--- src/rtl/cpu_pkg.sv ---
// Shared types for the 16-bit pipelined CPU.
// Holds the fetch/execute bundle and pipeline constants.
package cpu_pkg;

  localparam int WORD_W = 16;

  typedef struct packed {
    logic [WORD_W-1:0] pc;
    logic [WORD_W-1:0] instr;
  } fetch_entry_t;

  // Execute substitutes this whenever the queue head is not valid.
  localparam logic [WORD_W-1:0] NOP_INSTR = 16'h0000;

endpackage

--- src/rtl/fetch_queue.sv ---
// Instruction queue between fetch and execute.
// Lets fetch run ahead during execute stalls; flushes in one cycle on redirect.
module fetch_queue
  import cpu_pkg::*;
#(
  parameter int DEPTH  = 4,
  parameter int WORD_W = 16
) (
  input  logic                     clk,
  input  logic                     reset,
  input  logic                     in_valid,
  input  logic [WORD_W-1:0]        in_pc,
  input  logic [WORD_W-1:0]        in_instr,
  output logic                     in_ready,
  output logic                     out_valid,
  output logic [WORD_W-1:0]        out_pc,
  output logic [WORD_W-1:0]        out_instr,
  input  logic                     out_ready,
  input  logic                     flush,
  output logic [$clog2(DEPTH):0]   count
);

  localparam int PW = $clog2(DEPTH);
  localparam int CW = PW + 1;
  localparam logic [CW-1:0] FULL = CW'(DEPTH);

  fetch_entry_t      r_mem [DEPTH];
  logic [PW-1:0]     r_rd_ptr;
  logic [PW-1:0]     r_wr_ptr;
  logic [CW-1:0]     r_cnt;

  logic              w_push;
  logic              w_pop;
  fetch_entry_t      w_entry;
  fetch_entry_t      w_head;

  // Full blocks push even with a same-cycle pop: no out_ready->in_ready path.
  assign in_ready  = (r_cnt != FULL);
  assign out_valid = (r_cnt != '0);
  assign count     = r_cnt;

  assign w_push = in_valid && in_ready && !flush;
  assign w_pop  = out_valid && out_ready && !flush;

  assign w_entry.pc    = in_pc;
  assign w_entry.instr = in_instr;

  assign w_head    = r_mem[r_rd_ptr];
  assign out_pc    = w_head.pc;
  assign out_instr = w_head.instr;

  always_ff @(posedge clk) begin
    if (w_push) begin
      r_mem[r_wr_ptr] <= w_entry;
    end
  end

  always_ff @(posedge clk) begin
    if (reset || flush) begin
      r_rd_ptr <= '0;
      r_wr_ptr <= '0;
      r_cnt    <= '0;
    end else begin
      if (w_push) begin
        r_wr_ptr <= r_wr_ptr + 1'b1;
      end
      if (w_pop) begin
        r_rd_ptr <= r_rd_ptr + 1'b1;
      end
      unique case ({w_push, w_pop})
        2'b10:   r_cnt <= r_cnt + 1'b1;
        2'b01:   r_cnt <= r_cnt - 1'b1;
        default: r_cnt <= r_cnt;
      endcase
    end
  end

endmodule
--- config.mk ---
export PLATFORM = sky130hd
export DESIGN_NAME = fetch_queue
export DESIGN_NICKNAME = d
export VERILOG_FILES = /design/src/rtl/cpu_pkg.sv /design/src/rtl/fetch_queue.sv
export SDC_FILE = /design/constraint.sdc
export NUM_CORES = 1
export LEC_CHECK = 0
export BUFFER_PORTS_ARGS = -buffer_cell sky130_fd_sc_hd__clkbuf_2
export CAP_MARGIN = 10
export CORE_ASPECT_RATIO = 1.4
export CORE_MARGIN = 10
export CORE_UTILIZATION = 40
export DETAILED_ROUTE_END_ITERATION = 10
export SYNTH_ARGS = -nofsm -noshare
export SYNTH_HDL_FRONTEND = slang
export SYNTH_SLANG_ARGS = --single-unit
--- constraint.sdc ---
create_clock -name clk -period 6.7 [get_ports clk]
set_clock_uncertainty 0.1 [all_clocks]
set_input_delay 0.67 -clock clk [delete_from_list [all_inputs] [get_ports clk]]
set_output_delay 0.67 -clock clk [all_outputs]
set_load 0.005 [all_outputs]
======== Word level (Yosys, flattened, before mapping) ========
Memory sizes are Yosys's and may differ from the RTL's. A register that Yosys moved wholly into a read port is not among the register bits.
Index checks and enable logic that the tools add are counted.
storage, ports and cells
  register bits after elaboration ......... 7
  bits in writable memories ............... 128
  output and inout bits ................... 37
  word-level logic and storage cells ...... 24
  memories kept ........................... 1
cells by class
  $add $sub $neg .......................... 4
  eq/ne operators ......................... 3
  muxes and demuxes ....................... 5
  reductions and logical operators ........ 8
memory list
  name   words  bits a word  rd ports  clocked after Yosys merged registers in  write ports  line               RTL
  r_mem  4      32           1         1                                        1            fetch_queue.sv:27  fetch_entry_t r_mem [DEPTH];
operators with widths
  cell                                                                   count
  3-bit case mux with 2 select lines                                     1
  2-bit by 1-bit adder with 2-bit output, second input constant          2
  1-bit logical AND                                                      4
  2-bit 2-to-1 mux                                                       2
  3-bit by 1-bit adder with 3-bit output, second input constant          1
  3-bit inequality test, second input constant                           1
  3-bit nonzero test                                                     1
  3-bit by 1-bit subtractor with 3-bit output, second input constant     1
  2-bit by 1-bit equality test with 1-bit output, second input constant  1
  2-bit equality test, second input constant                             1
  1-bit 2-to-1 mux                                                       2
  2-bit nonzero test                                                     1
  1-bit logical NOT                                                      1
  1-bit logical OR                                                       1

======== Longest topological paths before layout ========
Gate-level depths: netlist of the first run.
  depth in word-level cells ............... 5
  mapped depth ............................ 10

======== Worst setup path after synthesis of the first run ========
Ideal clock, no wire load.
  path type ............................... input-to-reg
  start point ............................. input in_valid
  end point ............................... register r_cnt[2], in the netlist count[2]
  library setup time ...................... 70 ps
  arrival ................................. 2296 ps
  setup slack ............................. 4234 ps
  stages on the path ...................... 9
  buffers on the path ..................... 0
  path through ............................ nor2b_1 -> and2_4 -> inv_1 -> ha_1 -> inv_1 -> fa_1 -> xor2_1 -> or3_2 -> a21oi_1
on the way
  word-level cells in the longest chain between the ends .. 4
  elaborated cells on any way between the ends .. 6
  those cells by class .................... eq/ne (2); mux (1); reduce/logical (3)
RTL lines
  item                                                                                   line               RTL
  start, declared                                                                        fetch_queue.sv:11  input logic in_valid,
  1-bit logical AND * (2 in series)                                                      fetch_queue.sv:42  assign w_push = in_valid && in_ready && !flush;
  2-bit by 1-bit equality test with 1-bit output or 2-bit equality test (tied branches)  fetch_queue.sv:70  unique case ({w_push, w_pop})
  3-bit case mux with 2 select lines or 2-bit nonzero test (tied branches)               -
  end signal, assigned                                                                   fetch_queue.sv:71  2'b10: r_cnt <= r_cnt + 1'b1;
  end signal, assigned                                                                   fetch_queue.sv:72  2'b01: r_cnt <= r_cnt - 1'b1;
  end signal, assigned                                                                   fetch_queue.sv:73  default: r_cnt <= r_cnt;
  end, declared                                                                          fetch_queue.sv:30  logic [CW-1:0] r_cnt;
Every way passes the cells marked *; elsewhere a longest branch is shown, timed or not.
A chain may end at the register's enable or synchronous reset.

==> Flow_metrics.wiki, run 1 <==
{| class="wikitable"
! Metric !! Value
|-
| Die boundary height || 154 um
|-
| Compound-Gate Fraction of Synth Area || 1.30%
|-
| Type of the worst setup path || flip-flop to output pin
|-
| Total global routing track utilization || 11.6%
|-
| Area share of and/or/nand/nor cells after synthesis || 2.52%
|-
| Total number of H-tree levels || 4
|-
| Distinct cell type count of the synthesized netlist || 29
|-
| P_leak || 2.16 nW
|-
| Sum of negative setup slack || 0 ns
|-
| Placed insts || 440
|-
| Total die area || between 15000 and 20000 sq um
|-
| Clock tree from TritonCTS || built
|-
| Worst relative slew slack || 38.8%
|-
| Post-Synthesis Net Count || about 270
|-
| Worst hold margin || 0.380 ns
|-
| Post-synth top area share || 75.1%
|-
| Detailed-routing iteration count for the pre-antenna-repair pass || 4
|-
| Critical path data required time || 5.93 ns
|-
| Peak Freq || 338 MHz
|-
| Top-level I/O count || 74
|-
| Ratio of cells with drive above 1 in the final layout || between 40% and 50%
|-
| Number of standard cells in the final layout excluding fillers || 473
|-
| Filler Cell Count || 1018
|-
| Avg Synthesized Cell Area || 22.7 sq um
|-
| Result of the run || finished clean
|-
| Buffers added on ports || 73
|-
| Flip-flop and latch count after synthesis || 137
|-
| Endpoint arrival time on the critical path || between 2 and 2.5 ns
|-
| Width of the die || 116 um
|-
| Yosys top cell by area || sky130_fd_sc_hd__edfxtp_1
|-
| Number of hold buffers added after cts || 0
|-
| GR Overflow Total || 0
|-
| Final antenna-violating net count || 0
|-
| Part of the cycle the worst path needs || 44.2%
|-
| Crit-path cells || buf_4 -> mux4_2 -> clkbuf_2
|-
| Synth Instances || 225
|-
| Final setup margin || 3.74 ns
|-
| Clock-pin slew reported for the worst setup and hold paths after clock tree synthesis || 0.06 ns
|-
| Final total power || just over 2 mW
|-
| Power Dens Cells || 325 nW/um^2
|-
| Final setup violation count || 0
|-
| Post-synthesis mux area share || 14.1%
|-
| Longest individual stage delay on the worst path || ~0.60 ns
|-
| Kind of end point of the critical path || output pin
|-
| Fin. Hold Viols || 0
|-
| Post-synthesis instance area || 5110 sq um
|-
| Placer Congestion || roughly 0.7
|-
| Drt first-iter violations || 121
|-
| Slowest cell on the critical path || sky130_fd_sc_hd__mux4_2
|-
| Most common library cells after synthesis || 128 x sky130_fd_sc_hd__edfxtp_1, 32 x sky130_fd_sc_hd__mux4_2, 9 x sky130_fd_sc_hd__dfxtp_1
|-
| Total CTS buffers || 17
|-
| Async set-reset flop share out of synthesis || 0%
|-
| Setup Slack @ Placement || 4.03 ns
|-
| Core area || 12400 sq um
|-
| Kind of path behind the tightest hold check || primary input to flip-flop
|-
| Count of buffers added by post-CTS timing repair for setup || 0
|-
| Row cnt || 48
|-
| Most repeated cell in the gate-level netlist after synthesis || sky130_fd_sc_hd__edfxtp_1
|-
| Transition time at the pin with the least slew margin || 0.918 ns
|-
| Synth-to-layout area growth || 23.2%
|-
| Cell family with most CP delay || buffers and inverters
|-
| Unrepaired setup endpoints after global routing || no
|-
| Vias in the first global route || about 2.7k
|-
| Number of maximum-capacitance violations || 0
|-
| Starting utilization of the core area || 41.1%
|-
| Post-layout net count || 352
|-
| Maximum clock insertion buffer count || 2
|-
| Number of antenna violations at the first check in global routing || 1
|-
| Later-pin clock latency in the skew report || 0.41 ns
|-
| Cells resized by post-CTS repair || 0
|-
| Sum of buffers and inverters on the critical path || 2
|-
| HPWL after detailed placement || between 5 and 6 mm
|-
| XOR/XNOR Fraction of Synth Area || less than 1%
|-
| Count of yosys warnings during synthesis || 0
|-
| Type of element launching the critical path || flip-flop
|-
| Top_reg_cell synth || sky130_fd_sc_hd__edfxtp_1
|-
| Pin count of the biggest net entering global routing || 33
|-
| Detail-routed net length per standard cell || about 20 um
|-
| Count of flip-flops with a built-in enable after synthesis || between 100 and 150
|-
| Max Fanout on Critical Path || 23
|-
| Largest cells by area after synthesis || sky130_fd_sc_hd__edfxtp_1 75%, sky130_fd_sc_hd__mux4_2 14%, sky130_fd_sc_hd__dfxtp_1 3.5%
|-
| Fraction of the mapped netlist area in adder cells || 1.61%
|-
| Remaining DRCs || 0
|-
| Fin crit period || 2.96 ns
|-
| Slew Viols, Final || 0
|-
| First-pass GRT wire length || 15.1 mm
|-
| Via count normalized by instance count || 5.13
|-
| Number of clock sinks seen by CTS || approximately 140
|-
| Root Buffer Master || sky130_fd_sc_hd__clkbuf_16
|-
| Peak supply drop || ~0.16 mV
|-
| Vias after detailed routing || 2425
|-
| Dominant combinational cell family by area after synthesis || multiplexers
|-
| Total length of routed wires || 9.64 mm
|-
| Sequential fraction of the synthesis area || about four fifths
|}
power by group:
| group | leakage, nW | internal, mW | total, mW | switching [mW] |
|---|---|---|---|---|
| Sequential | 1.24 | 0.948 | 0.951 | 0.00314 |
| Combinational | 0.593 | 0.0259 | 0.0564 | 0.0305 |
| Clock | 0.326 | 0.700 | 1.04 | 0.343 |
placed cells by master (no fill, tap or decap), drive strengths merged, types with 2 or more instances in the layout:
cell type / Yosys / final
nor2: 5 / 5
inv: 7 / 10
xor2: 2 / 2
bufinv: 0 / 6
edfxtp: 128 / 128
o21ai: 3 / 3
clkbuf: 1 / 90
a21oi: 6 / 6
dfxtp: 9 / 9
ha: 5 / 5
mux4: 32 / 32
clkinv: 0 / 5
and3: 4 / 4
or3: 3 / 3
per-stage QoR:
| step | utilization, % | area, sq um |
|---|---|---|
| 6_report | 50.7 | 6300 |
| 5_1_grt | 50.7 | 6300 |
| 4_1_cts | 50.7 | 6300 |
| 3_5_place_dp | 45.3 | 5630 |
| 3_3_place_gp | 45.3 | 5630 |
| 2_1_floorplan | - | 5110 |
flip-flops by register name, indices dropped and copies added (netlist names), named ones only:
register  count
r_wr_ptr      2
r_mem       128
count         3
r_rd_ptr      2
per-layer routing:
metal	wire [um]	share of wire, %	GRT usage, %	vias to the layer above
met5	0	0	0	-
met4	120	1.2	5.81	0
met3	548	5.7	4.17	7
met2	5180	54	19.6	55
met1	3800	39	12.2	1263
li1	-	-	-	1100
cell families (layout without fill, tap and decap cells):
family | count (synthesis) | after routing
DFF | 137 | 137
muxes | 32 | 32
and+or+nand+nor | 21 | 21
buffers and inverters | 16 | 113
AOI/OAI and AO/OA | 11 | 11
adders and majority gates | 6 | 6
xor gates and xnor gates | 2 | 2
other | 0 | 1
layout make-up:
type	instances	area, sq um	share of cell area, %
Antenna cell	1	2.50	0.0397
Clock inverter	15	245	3.89
Tap cell	150	188	2.98
Clock buffer	17	425	6.75
Inverter	7	26.3	0.417
Timing Repair Buffer	74	373	5.92
Sequential cell	137	4030	63.9
Multi-Input combinational cell	72	1020	16.1
path summary, 6_finish.rpt:
path	cells past startpoint	start	end	slack, ns
setup / recovery	3	flip-flop	out_pc[7]	3.74
hold / removal	1	in_pc[9]	r_mem[3][25]	0.38
setup reg to reg	9	count[2]	count[2]	4.12
hold reg to reg	2	r_rd_ptr[1]	flip-flop	0.40
Power figures use the tool's default switching activity.
==> run 2: changes to the inputs <==
--- a/config.mk
+++ b/config.mk
@@ -5,6 +5,7 @@
 export SDC_FILE = /design/constraint.sdc
 export NUM_CORES = 1
 export LEC_CHECK = 0
+export ABC_AREA = 1
 export BUFFER_PORTS_ARGS = -buffer_cell sky130_fd_sc_hd__clkbuf_2
 export CAP_MARGIN = 10
 export CORE_ASPECT_RATIO = 1.4
==> constraint.sdc (replaced) <==
create_clock -name clk -period 2.7 [get_ports clk]
set_clock_uncertainty 0.1 [all_clocks]
set_input_delay 0.27 -clock clk [delete_from_list [all_inputs] [get_ports clk]]
set_output_delay 0.27 -clock clk [all_outputs]
set_load 0.005 [all_outputs]
==> run 2 against run 1 <==
Compared with the run above:
- core utilization rose by 1.4 points
- count of clock-buffer cells in the layout did not move
- hold slack got worse by 0.37 ns
- clock power rose by 150%
- combinational power rose to 3.3 times the previous value
- global-route usage rose by 1.4 points
==> Flow_metrics.wiki, run 2 <==
{| class="wikitable"
! Metric !! Value
|-
| Most frequent standard cell in the layout excluding fill and tap cells || sky130_fd_sc_hd__edfxtp_1
|-
| GR Overflow Total || 0 (unchanged)
|-
| Fin. Hold Viols || 0 (unchanged)
|-
| Biggest register || r_mem
|-
| Top_reg_cell synth || sky130_fd_sc_hd__edfxtp_1
|-
| Type of element launching the critical path || flip-flop
|-
| Post-Synthesis Net Count || 426 (+59%)
|-
| Power Dens Cells || 760 nW/um^2 (+130%)
|-
| Async set-reset flop share out of synthesis || 0% (unchanged)
|-
| Synth Instances || 383 (+70%)
|-
| Number of maximum-capacitance violations || 0 (unchanged)
|-
| Final design area excluding fillers || 6700 sq um (+6.4%)
|-
| Worst relative slew slack || 58.4% (+20 points)
|-
| Filler Cell Count || 1090 (+7.1%)
|-
| Drt first-iter violations || 126 (+4.1%)
|-
| Width of the die || 117 um (+1.3%)
|-
| Post-layout net count || 534 (+52%)
|-
| Total CTS buffers || 17 (unchanged)
|-
| Met1 global-route usage || 13.7% (+1.5 points)
|-
| Buffers added on ports || 73 (unchanged)
|-
| Largest cells by area after synthesis || sky130_fd_sc_hd__edfxtp_1 73%, sky130_fd_sc_hd__nor2_1 5.4%, sky130_fd_sc_hd__o22ai_1 3.8%
|-
| Die boundary height || 156 um (+1.4%)
|-
| Register-to-Register Path Depth || 12 (+3)
|-
| Most common library cells after synthesis || 128 x sky130_fd_sc_hd__edfxtp_1, 76 x sky130_fd_sc_hd__nor2_1, 37 x sky130_fd_sc_hd__o21ai_0
|-
| Final antenna-violating net count || 0 (unchanged)
|-
| Maximum clock insertion buffer count || 2 (unchanged)
|-
| GRT busiest layer || met2
|-
| Post-synth top area share || 72.8% (-2.4 points)
|-
| Peak supply drop || 0.406 mV (+150%)
|-
| P_leak || 2.47 nW (+15%)
|-
| Flip-flop and latch count after synthesis || 137 (unchanged)
|-
| Yosys top cell by area || sky130_fd_sc_hd__edfxtp_1
|-
| Instance area at placement || 5770 sq um (+2.5%)
|-
| Most repeated cell in the gate-level netlist after synthesis || sky130_fd_sc_hd__edfxtp_1
|-
| Unrepaired setup endpoints after global routing || no
|-
| Clock tree from TritonCTS || built
|-
| Depth of the worst hold-timing path || 1 (unchanged)
|-
| Root Buffer Master || sky130_fd_sc_hd__clkbuf_16
|-
| Placer Congestion || 0.765 (+12%)
|-
| Start of the worst register-to-register path || count[1]
|-
| HPWL after detailed placement || 6.92 mm (+19%)
|-
| Ant. Diodes || 0 (-1)
|-
| Capture endpoint of the worst hold path || r_mem[3][6]
|-
| Detail-routed net length per standard cell || 17.4 um (-15%)
|-
| Detailed-routing iteration count for the pre-antenna-repair pass || 4 (unchanged)
|-
| Total global routing track utilization || 13.0% (+1.4 points)
|-
| Synth-to-layout area growth || 26.9%
|-
| Count of flip-flops with a built-in enable after synthesis || 128 (unchanged)
|-
| Part of the cycle the worst path needs || 87.3%
|-
| Count of yosys warnings during synthesis || 0 (unchanged)
|-
| Core area || 12900 sq um (+3.6%)
|-
| Pin count of the biggest net entering global routing || 65 (+97%)
|-
| Vias in the first global route || 3521 (+29%)
|-
| Kind of end point of the critical path || output pin
|-
| GR Layer Usage met2 || 23.7% (+4.0 points)
|-
| Total die area || 18300 sq um (+2.8%)
|-
| Type of the worst setup path || flip-flop to output pin
|-
| Hold Crit Start || in_instr[6]
|-
| Fin crit period || 2.36 ns
|-
| Row cnt || 49 (+2.1%)
|-
| Top-level I/O count || 74 (unchanged)
|-
| Slew Viols, Final || 0 (unchanged)
|-
| Distinct cell type count of the synthesized netlist || 20 (-31%)
|-
| Peak Freq || about 420 MHz
|-
| Transition time at the pin with the least slew margin || 0.624 ns (-0.294 ns)
|-
| Avg Synthesized Cell Area || 13.8 sq um (-39%)
|-
| Later-pin clock latency in the skew report || 0.40 ns (about the same)
|-
| Flip-flop count of the largest register, all copies and words added || 128 (unchanged)
|-
| Global-route met3 utilization || 3.46% (-0.70 points)
|-
| Via count normalized by instance count || 5.11 (-0.43%)
|-
| Ratio of cells with drive above 1 in the final layout || 24.4% (-22 points)
|-
| Vias after detailed routing || 3354 (+38%)
|-
| Sequential fraction of the synthesis area || 76.2% (-2.5 points)
|-
| Total length of routed wires || 11.4 mm (+19%)
|-
| Starting utilization of the core area || 41.0% (-0.12 points)
|-
| Worst reg2reg setup slack || 0.66 ns (-3.46 ns)
|-
| Remaining DRCs || 0 (unchanged)
|-
| Post-synthesis instance area || 5280 sq um (+3.3%)
|-
| Number of antenna violations at the first check in global routing || 0 (-1)
|-
| Total number of H-tree levels || 4 (unchanged)
|-
| Commonest cells after routing, fill and taps aside || 128 x sky130_fd_sc_hd__edfxtp_1, 73 x sky130_fd_sc_hd__clkbuf_2, 72 x sky130_fd_sc_hd__nor2_1, 37 x sky130_fd_sc_hd__o21ai_0, 32 x sky130_fd_sc_hd__o22ai_1
|-
| Final setup violation count || 0 (unchanged)
|-
| Max Fanout on Critical Path || 32 (+39%)
|-
| Critical path data required time || 2.33 ns (-3.60 ns)
|-
| Endpoint arrival time on the critical path || 1.99 ns (-0.20 ns)
|-
| First-pass GRT wire length || 18.1 mm (+20%)
|-
| Clock-pin slew reported for the worst setup and hold paths after clock tree synthesis || 0.06 ns (about the same)
|-
| Result of the run || finished clean
|-
| Kind of path behind the tightest hold check || primary input to flip-flop
|-
| Number of clock sinks seen by CTS || 137 (unchanged)
|-
| Sum of negative setup slack || 0 ns (unchanged)
|-
| Reg-to-Reg End || count[2]
|}
## run 2: cell count changes in the layout (fill, tap and decap cells not counted), moves of 7 or more
cell,delta
sky130_fd_sc_hd__inv_1,+11
sky130_fd_sc_hd__nand2_1,+16
sky130_fd_sc_hd__dlygate4sd3_1,+27
sky130_fd_sc_hd__buf_4,+7
sky130_fd_sc_hd__nor2_1,+67
sky130_fd_sc_hd__mux4_2,-32
sky130_fd_sc_hd__o21ai_0,+34
sky130_fd_sc_hd__o22ai_1,+32
sky130_fd_sc_hd__o21ai_1,+28
## run 2: final cells by class
type | instances | area (sq um) | share of cell area, %
repair buffers | 108 | 696 | 10.4
well taps | 153 | 191 | 2.86
flip-flops and latches | 137 | 4030 | 60.1
multi-input cells | 207 | 1050 | 15.6
inverters | 20 | 82.6 | 1.23
clock inverters | 15 | 235 | 3.51
clock buffers | 17 | 425 | 6.35
## run 2: critical path, stage by stage, from the launching register on
cell and delay (ns):
sky130_fd_sc_hd__dfxtp_2 0.72, sky130_fd_sc_hd__buf_4 0.29, sky130_fd_sc_hd__o21ai_0 0.12, sky130_fd_sc_hd__o22ai_1 0.27, sky130_fd_sc_hd__clkbuf_2 0.17
## run 2: power by group
group	switching [mW]	internal [mW]	total (mW)
Clock	0.888	1.66	2.55
Combinational	0.103	0.0842	0.187
Sequential	0.0101	2.35	2.36
Total	1.00	4.10	5.10
## run 2: repair_timing
action / 4_1_cts / 5_1_grt
hold endpoints to repair: 107 / 0
setup endpoints to repair: 0 / 0
setup buffers: 0 / 0
hold buffers: 27 / 0
resized for setup: 0 / 0
## run 2: how the worst max path moves through the flow
stage / depth (start not counted) / start / endpoint
5_1_grt: 4 / flip-flop / out_pc[13]
4_1_cts: 4 / flip-flop / out_pc[13]
2_1_floorplan: 4 / count[1] / r_mem[0][0]
3_5_place_dp: 12 / count[1] / count[2]
6_report: 4 / flip-flop / out_pc[13]
3_3_place_gp: 12 / count[1] / count[2]
## run 2: logic make-up after synthesis
logic type,count (synthesis),synth area share (%)
compound gates,102,10.4
simple gates,99,7.27
fa+ha+maj,6,1.56
flops,137,76.2
buf+inv,39,4.55
## run 2: layer usage
layer,part of all wire (%),vias to the layer above
met5,0,-
met4,1.3,0
met3,4.4,11
met2,55,78
met1,39,1646
li1,-,1619
## run 2: metrics by stage
| step | std cells | setup slack (ns) | power, mW | util (%) | hold slack (ns) |
|---|---|---|---|---|---|
| after CTS | 657 | 0.283 | 5.14 | 52.1 | 0.000378 |
| after floorplan | 383 | 0.191 | 2.47 | - | 0.269 |
| final | 657 | 0.344 | 5.10 | 52.1 | 0.0108 |
| after global routing | 657 | 0.212 | 5.26 | 52.1 | 0.00542 |
| after global placement | 598 | 0.736 | 2.56 | 44.8 | 0.384 |
| after detailed placement | 598 | 0.686 | 2.57 | 44.8 | 0.392 |
